===== src/rtl/alu_exec_unit.sv =====
// alu_exec_unit: EX-stage ALU with funct/ALUOp decode and a registered result.
// Logic, add, sub and slt results come out one cycle after accept. Multiply
// uses an iterative shift-add datapath that retires MUL_BITS multiplier bits
// per cycle and holds off new requests (ready_o=0, busy_o=1) until it is done.
// Optional feature macro: ALU_MULH_EN adds mulh (funct 011001, code 7), which
// returns the upper WIDTH bits of the unsigned product. With the macro
// enabled the accumulator is 2*WIDTH bits wide.
//
// state  | meaning
// S_IDLE | ready for a request; non-mul ops finish here in one cycle
// S_MUL  | iterating the multiply; requests are held off until done
module alu_exec_unit #(
    parameter int WIDTH    = 32,
    parameter int MUL_BITS = 1
) (
    input  logic             clk_i,
    input  logic             rst_i,
    input  logic             valid_i,
    output logic             ready_o,
    input  logic [5:0]       funct_i,
    input  logic [1:0]       ALUOp_i,
    input  logic [WIDTH-1:0] data1_i,
    input  logic [WIDTH-1:0] data2_i,
    output logic             valid_o,
    output logic [WIDTH-1:0] data_o,
    output logic             zero_o,
    output logic [2:0]       ALUCtrl_o,
    output logic             busy_o
);

    localparam int MUL_ITER = WIDTH / MUL_BITS;
    localparam int CNT_W    = $clog2(MUL_ITER + 1);
`ifdef ALU_MULH_EN
    localparam int ACC_W    = 2 * WIDTH;
`else
    localparam int ACC_W    = WIDTH;
`endif

    typedef enum logic {S_IDLE, S_MUL} state_t;

    state_t             state_q, state_d;
    logic               valid_q, valid_d;
    logic [WIDTH-1:0]   data_q, data_d;
    logic               zero_q, zero_d;
    logic [2:0]         ctrl_q, ctrl_d;
    logic [ACC_W-1:0]   mcand_q, mcand_d;
    logic [WIDTH-1:0]   mplier_q, mplier_d;
    logic [ACC_W-1:0]   acc_q, acc_d;
    logic [CNT_W-1:0]   cnt_q, cnt_d;

    logic [2:0]         ctrl_dec;
    logic               iter_dec;
    logic [WIDTH-1:0]   alu_res;
    logic [ACC_W-1:0]   acc_sum;
    logic [WIDTH-1:0]   mul_res;

    // ALUOp overrides funct; only R-type looks at the funct field
    always_comb begin
        ctrl_dec = 3'd0;
        case (ALUOp_i)
            2'd1:    ctrl_dec = 3'd1;
            2'd2:    ctrl_dec = 3'd2;
            2'd3:    ctrl_dec = 3'd0;
            default: begin
                case (funct_i)
                    6'b100000: ctrl_dec = 3'd1;
                    6'b100010: ctrl_dec = 3'd2;
                    6'b100100: ctrl_dec = 3'd3;
                    6'b100101: ctrl_dec = 3'd4;
                    6'b011000: ctrl_dec = 3'd5;
                    6'b101010: ctrl_dec = 3'd6;
`ifdef ALU_MULH_EN
                    6'b011001: ctrl_dec = 3'd7;
`endif
                    default:   ctrl_dec = 3'd0;
                endcase
            end
        endcase
    end

`ifdef ALU_MULH_EN
    assign iter_dec = (ctrl_dec == 3'd5) || (ctrl_dec == 3'd7);
`else
    assign iter_dec = (ctrl_dec == 3'd5);
`endif

    // Single-cycle result for the non-iterative codes
    always_comb begin
        alu_res = '0;
        case (ctrl_dec)
            3'd1:    alu_res = data1_i + data2_i;
            3'd2:    alu_res = data1_i - data2_i;
            3'd3:    alu_res = data1_i & data2_i;
            3'd4:    alu_res = data1_i | data2_i;
            3'd6:    alu_res = {{(WIDTH-1){1'b0}}, ($signed(data1_i) < $signed(data2_i))};
            default: alu_res = '0;
        endcase
    end

    // The multiplicand is pre-shifted each step, so the partial product adds in place
    assign acc_sum = acc_q + (mcand_q * ACC_W'(mplier_q[MUL_BITS-1:0]));

`ifdef ALU_MULH_EN
    assign mul_res = (ctrl_q == 3'd7) ? acc_sum[ACC_W-1 -: WIDTH] : acc_sum[WIDTH-1:0];
`else
    assign mul_res = acc_sum;
`endif

    // Next-state and datapath updates; every _d defaults to hold
    always_comb begin
        state_d  = state_q;
        valid_d  = 1'b0;
        data_d   = data_q;
        zero_d   = zero_q;
        ctrl_d   = ctrl_q;
        mcand_d  = mcand_q;
        mplier_d = mplier_q;
        acc_d    = acc_q;
        cnt_d    = cnt_q;
        case (state_q)
            S_IDLE: begin
                if (valid_i) begin
                    ctrl_d = ctrl_dec;
                    if (iter_dec) begin
                        mcand_d  = ACC_W'(data1_i);
                        mplier_d = data2_i;
                        acc_d    = '0;
                        cnt_d    = CNT_W'(MUL_ITER);
                        state_d  = S_MUL;
                    end else begin
                        data_d  = alu_res;
                        zero_d  = (alu_res == '0);
                        valid_d = 1'b1;
                    end
                end
            end
            S_MUL: begin
                acc_d    = acc_sum;
                mcand_d  = mcand_q << MUL_BITS;
                mplier_d = mplier_q >> MUL_BITS;
                cnt_d    = cnt_q - CNT_W'(1);
                if (cnt_q == CNT_W'(1)) begin
                    data_d  = mul_res;
                    zero_d  = (mul_res == '0);
                    valid_d = 1'b1;
                    state_d = S_IDLE;
                end
            end
            default: state_d = S_IDLE;
        endcase
    end

    // State and datapath registers; reset discards any in-flight multiply
    always_ff @(posedge clk_i or negedge rst_i) begin
        if (!rst_i) begin
            state_q  <= S_IDLE;
            valid_q  <= 1'b0;
            data_q   <= '0;
            zero_q   <= 1'b0;
            ctrl_q   <= 3'd0;
            mcand_q  <= '0;
            mplier_q <= '0;
            acc_q    <= '0;
            cnt_q    <= '0;
        end else begin
            state_q  <= state_d;
            valid_q  <= valid_d;
            data_q   <= data_d;
            zero_q   <= zero_d;
            ctrl_q   <= ctrl_d;
            mcand_q  <= mcand_d;
            mplier_q <= mplier_d;
            acc_q    <= acc_d;
            cnt_q    <= cnt_d;
        end
    end

    assign ready_o   = (state_q == S_IDLE);
    assign busy_o    = (state_q != S_IDLE);
    assign valid_o   = valid_q;
    assign data_o    = data_q;
    assign zero_o    = zero_q;
    assign ALUCtrl_o = ctrl_q;

endmodule


===== config.mk =====
export PLATFORM = sky130hd
export DESIGN_NAME = alu_exec_unit
export DESIGN_NICKNAME = d
export VERILOG_FILES = /design/src/rtl/alu_exec_unit.sv
export SDC_FILE = /design/constraint.sdc
export NUM_CORES = 1
export LEC_CHECK = 0
export BUFFER_PORTS_ARGS = -buffer_cell sky130_fd_sc_hd__buf_2
export CAP_MARGIN = 10
export CORE_ASPECT_RATIO = 0.6
export CORE_UTILIZATION = 49
export DETAILED_ROUTE_END_ITERATION = 8
export PLACE_DENSITY = 0.64
export SYNTH_ARGS = -nofsm -noshare
export SYNTH_HDL_FRONTEND = slang
export SYNTH_SLANG_ARGS = --single-unit

===== constraint.sdc =====
create_clock -name clk_i -period 10.4 [get_ports clk_i]
set_input_delay 2.6 -clock clk_i [delete_from_list [all_inputs] [get_ports clk_i]]
set_output_delay 2.6 -clock clk_i [all_outputs]
set_load 0.005 [all_outputs]

==> summary.md, run 1 <==
### Timing
* **slew at the pin with the worst max-slew slack** 1.08 ns
* **Final Hold Slack** 0.480 ns
* **Slew headroom** 26.9%
* **Final setup violation count** 0
* **final clock period utilization by the worst path** 64.2%
* **final worst clock skew** 0.0141 ns
* **unrepaired setup endpoints after global routing** false
* **sum of negative setup slack** 0 ns
* **Achievable Freq** 0.150 GHz
* **count of endpoints failing hold in the final timing report** 0
* **post-route minimum period** 6.68 ns
* **number of pins with negative max-slew slack in the final report** 0
* **setup slack of the critical path after layout** 3.72 ns

### Outcome
* **status** finished, final reports clean

### Drt
* **top layer in use** met4
* **Routed WL per cell** 23.0 µm
* **drt first pass iters** 5
* **total wire length** 46600 µm
* **routed wire length on met2** 15700 µm
* **DR iter-0 viols** 1621
* **total length of routed met3 wires** 6740 µm
* **total vias in the final route** 12900
* **number of vias per cell after detailed routing** 6.35
* **detailed-route wire length on metal 1** 23700 µm
* **Detail Route Antenna Nets** 0
* **DRC errors left** 0

### Synthesis
* **Post-Synth Simple-Gate Area** 20.2%
* **most common cell in the synthesized netlist** sky130_fd_sc_hd__nor2_1
* **fraction of post-synthesis cell area in the top cell type by area** 27.5%
* **post-synthesis mux area share** 1.69%
* **leading cell types by count after synthesis** sky130_fd_sc_hd__nor2_1 (243), sky130_fd_sc_hd__ha_1 (144), sky130_fd_sc_hd__dfrtp_1 (140)
* **largest family of logic cells by synthesized area** compound AO/OA/AOI/OAI gates
* **number of flops mapped to enable cells by yosys** 0
* **Post-Synthesis Net Count** 1825
* **Warnings, synthesis** 0
* **xor-xnor portion of the synthesized cell area** 2.20%
* **portion of the post-synthesis area used by sequential elements** 27.5%
* **post-synthesis register bit count** 140
* **synthesized area per cell** 7.94 µm²
* **distinct cell type count after synthesis** 87
* **share of async-settable or async-resettable flops after synthesis** 100%
* **number of standard cells after synthesis** 1603
* **top cells by area, synth** sky130_fd_sc_hd__dfrtp_1 (28%), sky130_fd_sc_hd__ha_1 (14%), sky130_fd_sc_hd__nor2_1 (7.2%), sky130_fd_sc_hd__a21oi_1 (5.1%), sky130_fd_sc_hd__o22ai_1 (3.3%)
* **Synth Cell Area** 12700 µm²
* **Post-Synth Adder-Cell Area** 14.6%
* **top flip-flop cell by instance count after synthesis** sky130_fd_sc_hd__dfrtp_1
* **library cell with the largest summed area after synthesis** sky130_fd_sc_hd__dfrtp_1
* **Synth Area in Compound Gates** 28.2%

### Critical path
* **type of element launching the critical path** primary input
* **endpoint required time on the critical path** 10.77 ns
* **worst path arrival time** 7.05 ns
* **type of the setup path with the least slack** primary input to flip-flop
* **maximum fanout along the worst path** 6
* **cell-by-cell trace of the critical path** buf_2 -> inv_1 -> ha_1 -> inv_1 -> a2111oi_2 -> a211oi_1 -> nor4_1 -> nor3_2 -> o311ai_1 -> mux2_2 -> a221o_1 -> nor4_1 -> nand4b_1 -> or3_1 -> o211ai_2
* **max incr delay on CP** 0.76 ns
* **critical path endpoint category** flip-flop
* **slowest cell on the critical path** sky130_fd_sc_hd__nor4_1

### Finish
* **share of layout cells above drive strength 1** 11.7%
* **filler instances** 2368
* **area occupied by registers** 3500 µm²
* **final instance count without filler cells** 2029
* **combined area of the multi-input logic cells** 8540 µm²
* **nets** 1884
* **Area growth syn-to-layout** 11.4%

### Power and ir drop
* **part of the power in the clock network** 37.1%
* **leakage power** 6.99 nW
* **sequential fraction of design power** 35.3%
* **total power per unit cell area** 127 nW/µm²
* **switching power total** 0.644 mW
* **Switching Share** 35.7%
* **peak supply drop** 80.1 µV
* **combinational cell fraction of total power** 27.5%
* **Cell Int Power** 1.16 mW

### Global route
* **total routing resource utilization after global routing** 35.3%
* **largest net degree at the start of global routing** 74
* **number of antenna violations at the first check in global routing** 1
* **wire length of the first global-routing pass** 70700 µm
* **final global-route overflow total** 0
* **via count of the first global-routing pass** 11500

### Floorplanning
* **height of the die** 127 µm
* **width of the chip** 210 µm
* **initial standard-cell utilization of the core** 50.1%
* **core area** 25400 µm²
* **Die ar.** 26600 µm²
* **placement row count** 45
* **Top-Level Pins** 114

### Clock network
* **CTS root buffer** sky130_fd_sc_hd__clkbuf_16
* **CTS Sinks** 140
* **clk buf depth** 2
* **buffer count from post-CTS setup fixing** 0
* **CTS Buf Count** 17
* **post-CTS clock slew at the launch and capture registers of the worst setup and hold paths** 0.07 ns
* **# resized after CTS** 0
* **TritonCTS clock tree** built
* **cts hold-fix bufs** 0
* **H-tree Lvls** 4
* **worst skew pair latency** 0.45 ns

### Worst hold path
* **worst min-delay path class** flip-flop to flip-flop

### Placed design
* **dpl ws** 3.44 ns
* **post-placement cell count** 1995
* **Port-buffer cells** 113
* **Final GP Congestion** 0.981
* **Final HPWL DP** 35200 µm

### Job
* **maximum capacitance violations** 0

[sequential cells by signal, summed over array words and instances (netlist names)]
| signal | count |
|---|---|
| cnt_q | 6 |
| mcand_q | 32 |
| data_o | 32 |
| valid_o | 1 |
| busy_o | 1 |
| mplier_q | 32 |
| ALUCtrl_o | 3 |
| zero_o | 1 |
| acc_q | 32 |
[final timing paths]
path / startpoint / endpoint / slack, ns / cells after the start
min in group asynchronous: rst_i / ALUCtrl_o[2] / 2.15 / 1
max reg2reg: mplier_q[0] / zero_o / 5.44 / 15
max in group asynchronous: rst_i / acc_q[16] / 6.83 / 2
max: data1_i[5] / zero_o / 3.72 / 15
min reg2reg: ALUCtrl_o[0] / ALUCtrl_o[0] / 0.48 / 2
min: ALUCtrl_o[0] / ALUCtrl_o[0] / 0.48 / 2
[stage by stage]
| stage | util [%] | area, µm² | power (mW) |
|---|---|---|---|
| after floorplan | - | 12700 | 0.927 |
| after CTS | 55.8 | 14200 | 1.79 |
| final | 55.8 | 14200 | 1.80 |
| after global placement | 53.4 | 13600 | 1.12 |
| after global routing | 55.8 | 14200 | 1.88 |
| after detailed placement | 53.4 | 13600 | 1.12 |
[cell usage in the layout (no fill, tap or decap), types with 6 or more instances in the layout]
master                      count
sky130_fd_sc_hd__a22o_1        23
sky130_fd_sc_hd__nand2b_1      10
sky130_fd_sc_hd__nor2_1       243
sky130_fd_sc_hd__o31ai_1       12
sky130_fd_sc_hd__nor3_1        26
sky130_fd_sc_hd__o221ai_1      11
sky130_fd_sc_hd__a211oi_1      20
sky130_fd_sc_hd__nand3_1       28
sky130_fd_sc_hd__a221oi_1      12
sky130_fd_sc_hd__buf_4         15
sky130_fd_sc_hd__and3_1        10
sky130_fd_sc_hd__o41ai_1        6
sky130_fd_sc_hd__a2111oi_0      8
sky130_fd_sc_hd__dfrtp_1      139
sky130_fd_sc_hd__clkbuf_16     17
sky130_fd_sc_hd__buf_2        112
sky130_fd_sc_hd__mux2i_1       17
sky130_fd_sc_hd__inv_1         99
sky130_fd_sc_hd__nor4_1        18
sky130_fd_sc_hd__xor2_1        16
sky130_fd_sc_hd__o311ai_0       6
sky130_fd_sc_hd__nand4_1       12
sky130_fd_sc_hd__o21bai_1      13
sky130_fd_sc_hd__a21o_1        44
sky130_fd_sc_hd__a21oi_1      126
sky130_fd_sc_hd__o22ai_1       67
sky130_fd_sc_hd__and2_1        35
sky130_fd_sc_hd__nand2_1       99
sky130_fd_sc_hd__or4_1          8
sky130_fd_sc_hd__nor2b_1       16
sky130_fd_sc_hd__o211ai_1      14
sky130_fd_sc_hd__o21ai_0       76
sky130_fd_sc_hd__o221a_2        7
sky130_fd_sc_hd__ha_1         144
sky130_fd_sc_hd__xnor2_1       16
sky130_fd_sc_hd__or3_1          9
sky130_fd_sc_hd__a31oi_1        9
[kinds of logic after synthesis]
group           count (synthesis)
buf+inv                       189
flops                         140
compound gates                528
simple gates                  546
xor+xnor                       32
fa+ha+maj                     147
mux                            21
[area by class of cell]
| cell class | count | area share (%) |
|---|---|---|
| multi-input cells | 1274 | 60.3 |
| flip-flops and latches | 140 | 24.7 |
| repair buffers | 128 | 4.83 |
| well taps | 352 | 3.11 |
| clock buffers | 18 | 3.10 |
| inverters | 101 | 2.69 |
| clock inverters | 14 | 1.27 |
| diodes | 2 | 0.0353 |
[metal layers]
metal / track usage, % / up-vias
met5: 0 / -
met4: 6.96 / 0
met3: 16.4 / 34
met2: 40.1 / 696
met1: 56.7 / 6210
li1: - / 5953
[critical path, delay by kind of cell]
| family | cells | cell delay (ns) |
|---|---|---|
| AO/OA/AOI/OAI | 5 | 1.52 |
| adder cells (fa/ha/maj) | 1 | 0.37 |
| buffers and inverters | 3 | 0.34 |
| multiplexers | 1 | 0.37 |
| AND/OR/NAND/NOR | 5 | 1.83 |
[power groups by stage]
stage / clock network (mW) / registers, mW / logic [mW]
global route: 0.697 / 0.642 / 0.540
CTS: 0.679 / 0.635 / 0.478
global placement: 0 / 0.644 / 0.474
finish: 0.669 / 0.637 / 0.496
detailed placement: 0 / 0.645 / 0.475
floorplan: 0 / 0.632 / 0.295
(Power assumes the default switching activity.)
==> inputs of run 2 (changes only) <==
- clock period: 10.4 -> 6.45 ns (I/O delays scaled with it)
==> summary.md, run 2 (synthesized netlist as in run 1, its figures left out) <==
### Clock network
* **CTS Sinks** 140, unchanged
* **cts hold-fix bufs** 0, unchanged
* **CTS root buffer** sky130_fd_sc_hd__clkbuf_16
* **CTS Buf Count** 17, unchanged
* **clk buf depth** 2, unchanged
* **# resized after CTS** 0, unchanged
* **post-CTS clock slew at the launch and capture registers of the worst setup and hold paths** 0.06 ns, about the same
* **H-tree Lvls** 4, unchanged
* **TritonCTS clock tree** built
* **buffer count from post-CTS setup fixing** 0, unchanged
* **worst skew pair latency** 0.46 ns, about the same

### Finish
* **n_diodes** 0, -2
* **fraction of the core area covered by cells at the end of the flow** 56.1%, +0.22 points
* **Area growth syn-to-layout** 11.9%
* **most frequent standard cell in the layout excluding fill and tap cells** sky130_fd_sc_hd__nor2_1
* **filler instances** 2399, +1.3%
* **post-layout instance area** 14200 µm², +0.39%
* **nets** 1895, +0.58%
* **share of layout cells above drive strength 1** 12.2%, +0.52 points
* **most frequent cells in the layout** sky130_fd_sc_hd__nor2_1 (243), sky130_fd_sc_hd__ha_1 (144), sky130_fd_sc_hd__dfrtp_1 (139), sky130_fd_sc_hd__a21oi_1 (126), sky130_fd_sc_hd__buf_2 (112)

### Global route
* **wire length of the first global-routing pass** 70200 µm, -0.60%
* **number of antenna violations at the first check in global routing** 2, +1
* **via count of the first global-routing pass** 11600, +0.67%
* **largest net degree at the start of global routing** 100, +35%
* **total routing resource utilization after global routing** 35.0%, -0.34 points
* **final global-route overflow total** 0, unchanged

### Worst hold path
* **worst hold stages** 1, -1
* **worst min-delay path class** flip-flop to flip-flop
* **launch instance of the worst min-delay path** cnt_q[5]
* **worst hold endpoint** cnt_q[5]

### Drt
* **number of vias per cell after detailed routing** 6.39, +0.51%
* **Detail Route Antenna Nets** 0, unchanged
* **DRC errors left** 0, unchanged
* **total vias in the final route** 13000, +0.91%
* **DR iter-0 viols** 1725, +6.4%
* **Routed WL per cell** 22.7 µm, -1.4%
* **total wire length** 46100 µm, -0.98%
* **drt first pass iters** 8, +3

### Timing
* **sum of negative setup slack** 0 ns, unchanged
* **post-route minimum period** 5.64 ns
* **Achievable Freq** 0.177 GHz
* **final worst clock skew** 0.0125 ns, -0.00156 ns
* **unrepaired setup endpoints after global routing** false
* **Final setup violation count** 0, unchanged
* **number of pins with negative max-slew slack in the final report** 0, unchanged
* **final clock period utilization by the worst path** 87.4%
* **Final Hold Slack** 0.475 ns, -0.00431 ns
* **count of endpoints failing hold in the final timing report** 0, unchanged
* **slew at the pin with the worst max-slew slack** 1.30 ns, +0.216 ns
* **Slew headroom** 11.2%, -16 points

### Power and ir drop
* **total power per unit cell area** 202 nW/µm², +59%
* **peak supply drop** 146 µV, +82%
* **leakage power** 7.04 nW, +0.65%

### Critical path
* **capture instance of the worst register-to-register path** zero_o
* **maximum fanout along the worst path** 5, -1
* **reg-to-reg critical path startpoint** mplier_q[0]
* **type of element launching the critical path** primary input
* **Worst path top cell family by delay** compound AO/OA/AOI/OAI gates
* **worst path arrival time** 6.02 ns, -1.03 ns
* **Worst Reg-to-Reg Cells** 15, unchanged
* **type of the setup path with the least slack** primary input to flip-flop
* **setup slack of the most critical reg-to-reg path** 1.26 ns, -4.18 ns
* **cell-by-cell trace of the critical path** buf_2 -> inv_1 -> ha_1 -> a211oi_1 -> nor2_1 -> o21ai_0 -> a21oi_1 -> a2111oi_0 -> buf_4 -> nand4_1 -> nor4_1 -> nand4b_1 -> nor4_1 -> nand4b_1 -> or3_1 -> o211ai_2
* **slowest cell on the critical path** sky130_fd_sc_hd__a2111oi_0
* **endpoint required time on the critical path** 6.83 ns, -3.94 ns
* **combined buffer and inverter count along the critical path** 3, unchanged
* **max incr delay on CP** 1.08 ns, +0.32 ns
* **critical path endpoint category** flip-flop

### Placed design
* **Placed Instance Area** 13600 µm², +0.55%
* **Final HPWL DP** 35400 µm, +0.58%
* **Port-buffer cells** 113, unchanged
* **Final GP Congestion** 1.02, +4.4%

### Floorplanning
* **core area** 25400 µm², unchanged
* **width of the chip** 210 µm, unchanged
* **placement row count** 45, unchanged
* **initial standard-cell utilization of the core** 50.1%, unchanged
* **Die ar.** 26600 µm², unchanged
* **height of the die** 127 µm, unchanged
* **Top-Level Pins** 114, unchanged

### Job
* **maximum capacitance violations** 0, unchanged

### Outcome
* **status** finished, final reports clean

-- run 2: cell count changes in the layout (fill, tap and decap cells not counted) --
| cell | change |
|---|---|
| sky130_fd_sc_hd__a21oi_2 | +1 |
| sky130_fd_sc_hd__a21oi_4 | -1 |
| sky130_fd_sc_hd__buf_4 | +11 |
| sky130_fd_sc_hd__clkinv_2 | +1 |
| sky130_fd_sc_hd__diode_2 | -2 |
| sky130_fd_sc_hd__inv_6 | -1 |
| sky130_fd_sc_hd__inv_8 | -1 |
| sky130_fd_sc_hd__o311ai_0 | -1 |
| sky130_fd_sc_hd__o311ai_1 | +1 |
-- run 2: through the flow --
step	setup WS (ns)	std cells	total power, mW
after floorplan	1.30	1603	1.49
after global placement	0.667	2006	1.80
after detailed placement	0.586	2006	1.81
after CTS	1.05	2037	2.87
after global routing	0.666	2037	3.01
final	0.812	2037	2.88
-- run 2: layout make-up --
cell class | instances | area [µm²] | share of cell area (%)
Multi-Input combinational cell | 1274 | 8540 | 60.0
Clock buffer | 18 | 439 | 3.09
Tap cell | 352 | 440 | 3.09
Timing Repair Buffer | 139 | 767 | 5.39
Clock inverter | 13 | 165 | 1.16
Inverter | 101 | 382 | 2.68
Sequential cell | 140 | 3500 | 24.6
-- run 2: where the power goes --
part / leakage (nW) / switching (mW) / internal [mW]
Clock: 0.297 / 0.434 / 0.619
Sequential: 1.81 / 0.0645 / 0.960
Combinational: 4.93 / 0.517 / 0.288
Total: 7.04 / 1.02 / 1.87
-- run 2: worst max-delay path by stage --
stage	slack, ns	end	cells after the start	from
floorplan	1.30	zero_o	15	data2_i[13]
global placement	0.67	zero_o	16	data1_i[1]
detailed placement	0.59	zero_o	16	data1_i[0]
CTS	1.05	zero_o	16	data1_i[0]
global route	0.67	zero_o	16	data1_i[1]
finish	0.81	zero_o	16	data1_i[1]
-- run 2: metal layers --
metal	vias to the layer above	wire length [µm]	GRT usage (%)
li1	5988	-	-
met1	6244	23200	57.5
met2	727	16000	40.9
met3	49	6540	12.8
met4	2	445	6.48
met5	-	12	0
